## src/rtl/alu_op_sequencer_if.sv

```systemverilog
// Request/response handshake bundle between the test/control logic (master)
// and the ALU operation sequencer (slave).
interface alu_op_sequencer_if;
  logic       req_valid;
  logic       req_ready;
  logic [3:0] req_a;
  logic [3:0] req_b;
  logic [2:0] req_op;
  logic       rsp_valid;
  logic       rsp_ready;
  logic       rsp_bit;
  logic [3:0] rsp_digit;

  modport master (
    output req_valid, req_a, req_b, req_op, rsp_ready,
    input  req_ready, rsp_valid, rsp_bit, rsp_digit
  );

  modport slave (
    input  req_valid, req_a, req_b, req_op, rsp_ready,
    output req_ready, rsp_valid, rsp_bit, rsp_digit
  );
endinterface

```

## src/rtl/alu_op_sequencer.sv

```systemverilog
// ALU operation sequencer: launches operands/select to a combinational ALU,
// waits SETTLE_CYCLES, samples the result and returns it over valid/ready.
// Optional exhaustive A/B sweep is built only when ALUSEQ_SWEEP_EN is defined.
module alu_op_sequencer #(
  parameter int unsigned SETTLE_CYCLES = 4,
  parameter int unsigned CNT_W         = 4
) (
  input  logic                clk,
  input  logic                rst_n,
  alu_op_sequencer_if.slave   bus,
  output logic [3:0]          alu_a,
  output logic [3:0]          alu_b,
  output logic [2:0]          alu_sel,
  input  logic                alu_out,
  input  logic [3:0]          alu_digit,
  input  logic                sweep_start,
  output logic                sweep_done,
  output logic [8:0]          sweep_count
);

  localparam logic [CNT_W-1:0] CNT_LOAD = CNT_W'(SETTLE_CYCLES - 1);

`ifdef ALUSEQ_SWEEP_EN
  typedef enum logic [1:0] {IDLE, SETTLE, RESP, SWEEP} state_t;
`else
  typedef enum logic [1:0] {IDLE, SETTLE, RESP} state_t;
`endif

  state_t           state, state_next;
  logic [CNT_W-1:0] cnt;
  logic             rsp_valid_q;
  logic             rsp_bit_q;
  logic [3:0]       rsp_digit_q;
  logic             accept;
  logic             capture;
  logic             sweep_go;
  logic             sweep_step;
  logic             sweep_last;

  // State register
  always_ff @(posedge clk or negedge rst_n) begin
    if (!rst_n) state <= IDLE;
    else        state <= state_next;
  end

  // Next-state and per-cycle control strobes
  always_comb begin
    state_next = state;
    accept     = 1'b0;
    capture    = 1'b0;
    sweep_go   = 1'b0;
    sweep_step = 1'b0;
    sweep_last = 1'b0;
    case (state)
      IDLE: begin
`ifdef ALUSEQ_SWEEP_EN
        if (sweep_start) begin
          sweep_go   = 1'b1;
          state_next = SWEEP;
        end else if (bus.req_valid) begin
          accept     = 1'b1;
          state_next = SETTLE;
        end
`else
        if (bus.req_valid) begin
          accept     = 1'b1;
          state_next = SETTLE;
        end
`endif
      end
      SETTLE: begin
        if (cnt == '0) begin
          capture    = 1'b1;
          state_next = RESP;
        end
      end
      RESP: begin
        if (bus.rsp_ready) state_next = IDLE;
      end
`ifdef ALUSEQ_SWEEP_EN
      SWEEP: begin
        if (cnt == '0) begin
          sweep_step = 1'b1;
          if ({alu_b, alu_a} == 8'hFF) begin
            sweep_last = 1'b1;
            state_next = IDLE;
          end
        end
      end
`endif
      default: state_next = IDLE;
    endcase
  end

  // Settle counter: reloaded on every launch, counts down while waiting
  always_ff @(posedge clk or negedge rst_n) begin
    if (!rst_n) begin
      cnt <= '0;
    end else if (accept || sweep_go || sweep_step) begin
      cnt <= CNT_LOAD;
    end else if (cnt != '0) begin
      cnt <= cnt - CNT_W'(1);
    end
  end

  // ALU drive registers: only change on accept or sweep step, so the ALU never sees a glitch
  always_ff @(posedge clk or negedge rst_n) begin
    if (!rst_n) begin
      alu_a   <= '0;
      alu_b   <= '0;
      alu_sel <= '0;
    end else if (accept) begin
      alu_a   <= bus.req_a;
      alu_b   <= bus.req_b;
      alu_sel <= bus.req_op;
    end else if (sweep_go) begin
      alu_a   <= '0;
      alu_b   <= '0;
      alu_sel <= bus.req_op;
    end else if (sweep_step) begin
      {alu_b, alu_a} <= {alu_b, alu_a} + 8'd1;
    end
  end

  // Response capture and valid flag; data persists after the handshake
  always_ff @(posedge clk or negedge rst_n) begin
    if (!rst_n) begin
      rsp_valid_q <= 1'b0;
      rsp_bit_q   <= 1'b0;
      rsp_digit_q <= '0;
    end else if (capture) begin
      rsp_valid_q <= 1'b1;
      rsp_bit_q   <= alu_out;
      rsp_digit_q <= alu_digit;
    end else if (rsp_valid_q && bus.rsp_ready) begin
      rsp_valid_q <= 1'b0;
    end
  end

  assign bus.req_ready = (state == IDLE);
  assign bus.rsp_valid = rsp_valid_q;
  assign bus.rsp_bit   = rsp_bit_q;
  assign bus.rsp_digit = rsp_digit_q;

`ifdef ALUSEQ_SWEEP_EN
  logic       sweep_done_q;
  logic [8:0] sweep_count_q;

  // Sweep accumulator and end-of-sweep pulse
  always_ff @(posedge clk or negedge rst_n) begin
    if (!rst_n) begin
      sweep_count_q <= '0;
      sweep_done_q  <= 1'b0;
    end else begin
      sweep_done_q <= sweep_last;
      if (sweep_go)        sweep_count_q <= '0;
      else if (sweep_step) sweep_count_q <= sweep_count_q + 9'(alu_out);
    end
  end

  assign sweep_done  = sweep_done_q;
  assign sweep_count = sweep_count_q;
`else
  logic sweep_start_unused;
  assign sweep_start_unused = sweep_start;
  assign sweep_done         = 1'b0;
  assign sweep_count        = '0;
`endif

endmodule

```

## src/flat_wrapper.sv

```systemverilog
// flat-port wrapper written by rule: the top's interface ports become plain ports
module alu_op_sequencer_flat 
#(
  parameter int unsigned SETTLE_CYCLES = 4,
  parameter int unsigned CNT_W         = 4
)
  (clk, rst_n, alu_a, alu_b, alu_sel, alu_out, alu_digit, sweep_start, sweep_done, sweep_count, bus_req_valid, bus_req_a, bus_req_b, bus_req_op, bus_rsp_ready, bus_req_ready, bus_rsp_valid, bus_rsp_bit, bus_rsp_digit);
  alu_op_sequencer_if bus_i ();
  input  logic clk;
  input  logic rst_n;
  output logic [3:0] alu_a;
  output logic [3:0] alu_b;
  output logic [2:0] alu_sel;
  input  logic alu_out;
  input  logic [3:0] alu_digit;
  input  logic sweep_start;
  output logic sweep_done;
  output logic [8:0] sweep_count;
  input wire logic [$bits(bus_i.req_valid)-1:0] bus_req_valid;
  input wire logic [$bits(bus_i.req_a)-1:0] bus_req_a;
  input wire logic [$bits(bus_i.req_b)-1:0] bus_req_b;
  input wire logic [$bits(bus_i.req_op)-1:0] bus_req_op;
  input wire logic [$bits(bus_i.rsp_ready)-1:0] bus_rsp_ready;
  output wire logic [$bits(bus_i.req_ready)-1:0] bus_req_ready;
  output wire logic [$bits(bus_i.rsp_valid)-1:0] bus_rsp_valid;
  output wire logic [$bits(bus_i.rsp_bit)-1:0] bus_rsp_bit;
  output wire logic [$bits(bus_i.rsp_digit)-1:0] bus_rsp_digit;
  assign bus_i.req_valid = bus_req_valid;
  assign bus_i.req_a = bus_req_a;
  assign bus_i.req_b = bus_req_b;
  assign bus_i.req_op = bus_req_op;
  assign bus_i.rsp_ready = bus_rsp_ready;
  assign bus_req_ready = bus_i.req_ready;
  assign bus_rsp_valid = bus_i.rsp_valid;
  assign bus_rsp_bit = bus_i.rsp_bit;
  assign bus_rsp_digit = bus_i.rsp_digit;
  alu_op_sequencer #(.SETTLE_CYCLES(SETTLE_CYCLES), .CNT_W(CNT_W)) u_core (.clk(clk), .rst_n(rst_n), .bus(bus_i), .alu_a(alu_a), .alu_b(alu_b), .alu_sel(alu_sel), .alu_out(alu_out), .alu_digit(alu_digit), .sweep_start(sweep_start), .sweep_done(sweep_done), .sweep_count(sweep_count));
endmodule
```

## config.mk

```make
export PLATFORM = sky130hd
export DESIGN_NAME = alu_op_sequencer_flat
export DESIGN_NICKNAME = d
export VERILOG_FILES = /design/src/rtl/alu_op_sequencer_if.sv /design/src/rtl/alu_op_sequencer.sv /design/src/flat_wrapper.sv
export SDC_FILE = /design/constraint.sdc
export NUM_CORES = 1
export LEC_CHECK = 0
export BUFFER_PORTS_ARGS = -buffer_cell sky130_fd_sc_hd__buf_4
export CAP_MARGIN = 20
export CORE_AREA = 4 4 52 54
export DETAILED_ROUTE_END_ITERATION = 7
export DIE_AREA = 0 0 56 58
export PLACE_DENSITY = 0.81
export REMOVE_ABC_BUFFERS = 1
export SLEW_MARGIN = 40
export SYNTH_ARGS = -nofsm -noshare
export SYNTH_HDL_FRONTEND = slang
export SYNTH_SLANG_ARGS = --single-unit
```

## constraint.sdc

```tcl
create_clock -name clk -period 4.25 [get_ports clk]
set_input_delay 0.425 -clock clk [delete_from_list [all_inputs] [get_ports clk]]
set_output_delay 0.425 -clock clk [all_outputs]
set_load 0.05 [all_outputs]
```

==> metrics.yaml <==
grt_max_degree: 24
antenna_found_initial: 0
drive_gt1_frac: 0.517
start_kind: "flop"
place.gp.congestion: 0.696
tritoncts: "yes"
track_usage: 0.134
rsz0062_at_grt: "no"
netlist_area_um2: 1030
cts_root_buffer: "clkbuf_4"
postCtsResizedCells: 0
antenna_left: 0
die_h_um: 58
synthArstFlopShare: 1.00
setup_tns_ns: 0
path_max_fanout: 7
p_leak_nw: 0.648
wirelength_mm: 1.90
hp-class: "in2reg"
maxCapViolations: 0
drt_iter0_drc: 3
clk_pin_slew_ns: 0.11
fp-row-count: 17
syn_inst: 78
drc: 0
grt-ovfl-total: 0
port_buffers: 37
synth_edf_count: 0
post_dp_cell_area_um2: 1290
ys_types: 22
clock_path_buffers: 2
postCtsSetupBuffers: 0
crit_path_max_incr_delay_ns: 0.40
drv_slew: 0
syn2layout_area_growth_pct: 28.7
hold_buffers: 1
pin_count: 49
yosys_register_bits: 23
numClockSinks: 23
critPathKind: "reg2reg"
core_um2: 2210
powerDensity_nw_per_um2: 917
finalSetupViolations: 0
h-tree-depth: 1
ir_worst_vdd_uv: 698
grt_pass1_vias: 744
die_area_um2: 3250
timing.final.hold_violations: 0
insertion_delay_ns: 0.30
final.setup_skew_ns: 0.00781
place_hpwl_mm: 1.60
crit_required_ns: 4.44
slowest_stage: "dfrtp_1"
synth_seq_area_share: 0.556
drtPass1Iterations: 2
diodes: 0
final_area_um2: 1330
min_period_ns: 1.69
path_cells: "inv_1 -> ha_1 -> nor3b_4 -> nand3b_2 -> mux2_2"
nets: 142
wire_per_inst_um: 13.0
vias: 677
start_util: 0.468
fp.dieW_um: 56
viasPerCell: 4.64
arrival_ns: 1.88
status: "complete, no violations"
grt_pass1_wl_mm: 3.37
end_kind: "flop"
fin_crit_sh: 0.398
ys_warn_count: 0
cts_made_buffers: 3
synth_flop_cell: "dfrtp_1"
max_freq_ghz: 0.592
synth.avg_cell_area_um2: 13.3
==> layout by cell type, fill, tap and decap left out, types with 2 or more instances in the layout <==
| master | netlist | layout |
|---|---|---|
| nand2_1 | 3 | 3 |
| ha_1 | 2 | 2 |
| dfrtp_1 | 23 | 23 |
| conb_1 | 1 | 10 |
| buf_4 | 10 | 37 |
| nand2b_1 | 2 | 2 |
| mux2_2 | 17 | 17 |
| o21ai_0 | 2 | 2 |
| inv_1 | 3 | 3 |
| clkbuf_4 | 0 | 3 |
| nor2_1 | 3 | 3 |
==> sequential cells by signal (all words and copies together), names as in the netlist <==
register	flops
u_core.alu_b	4
u_core.cnt	4
u_core.bus.rsp_valid	1
u_core.alu_a	4
u_core.alu_sel	3
u_core.state	2
u_core.bus.rsp_bit	1
u_core.bus.rsp_digit	4
==> critical path: cells and delay by family (launching register included) <==
kind / cells / cell delay [ns]
DFF: 1 / 0.40
muxes: 1 / 0.33
and+or+nand+nor: 2 / 0.53
buffers and inverters: 1 / 0.12
adders and majority gates: 1 / 0.21
==> layer usage <==
layer	global-route usage	vias to the layer above	share of wire
met5	0	-	0
met4	0.0610	0	0.0053
met3	0.0445	2	0.093
met2	0.235	30	0.53
met1	0.146	323	0.37
li1	-	322	-
==> cells in the mapped netlist, types with 2 or more instances <==
cell	number	area, um2
mux2_2	17	191
ha_1	2	25.0
o21ai_0	2	10.0
inv_1	3	11.3
buf_4	10	75.1
nand2_1	3	11.3
nand2b_1	2	12.5
nor2_1	3	11.3
dfrtp_1	23	576
==> metrics by stage <==
step,worst slack [ns],power [mW],hold WS [ns],instances,util
finish,2.56,1.22,0.312,146,0.602
global route,2.42,1.30,0.279,146,0.602
CTS,2.53,1.24,0.293,146,0.602
detailed placement,2.55,1.14,0.331,141,0.585
global placement,2.64,1.11,0.329,141,0.585
floorplan,2.57,0.922,0.129,76,-
==> power breakdown <==
group / leakage, nW / internal [mW] / switching [mW]
combinational: 0.359 / 0.260 / 0.468
clock: 0.0150 / 0.0365 / 0.0592
sequential: 0.274 / 0.328 / 0.0681
==> cells by family after synthesis <==
| logic type | share of synthesized area |
|---|---|
| DFF | 0.556 |
| muxes | 0.195 |
| and+or+nand+nor | 0.0967 |
| buffers and inverters | 0.0943 |
| AOI/OAI and AO/OA | 0.0218 |
| adders and majority gates | 0.0242 |
| other | 0.00362 |
| xor gates and xnor gates | 0.00847 |
==> layout make-up <==
| class | instances | area (um2) |
|---|---|---|
| tap | 28 | 35.0 |
| fill | 185 | 881 |
| timing repair buffer | 38 | 288 |
| inverter | 3 | 11.3 |
| clock buffer | 4 | 26.3 |
| multi-input combinational | 50 | 395 |
| sequential | 23 | 576 |
==> path summary, 6_finish.rpt <==
kind | startpoint | end | slack, ns | depth (start not counted)
worst max-delay path | u_core.cnt[0] | u_core.bus.rsp_digit[3] | 2.56 | 5
worst min-delay path | bus_rsp_ready | u_core.bus.rsp_valid | 0.31 | 2
worst max register to register | u_core.cnt[0] | u_core.bus.rsp_digit[3] | 2.56 | 5
worst min register to register | u_core.state[1] | u_core.state[0] | 0.50 | 1
max in group asynchronous | rst_n | u_core.bus.rsp_valid | 3.49 | 2
min in group asynchronous | rst_n | u_core.alu_b[3] | 0.53 | 2
No activity file was read; power rests on OpenSTA's default activity.
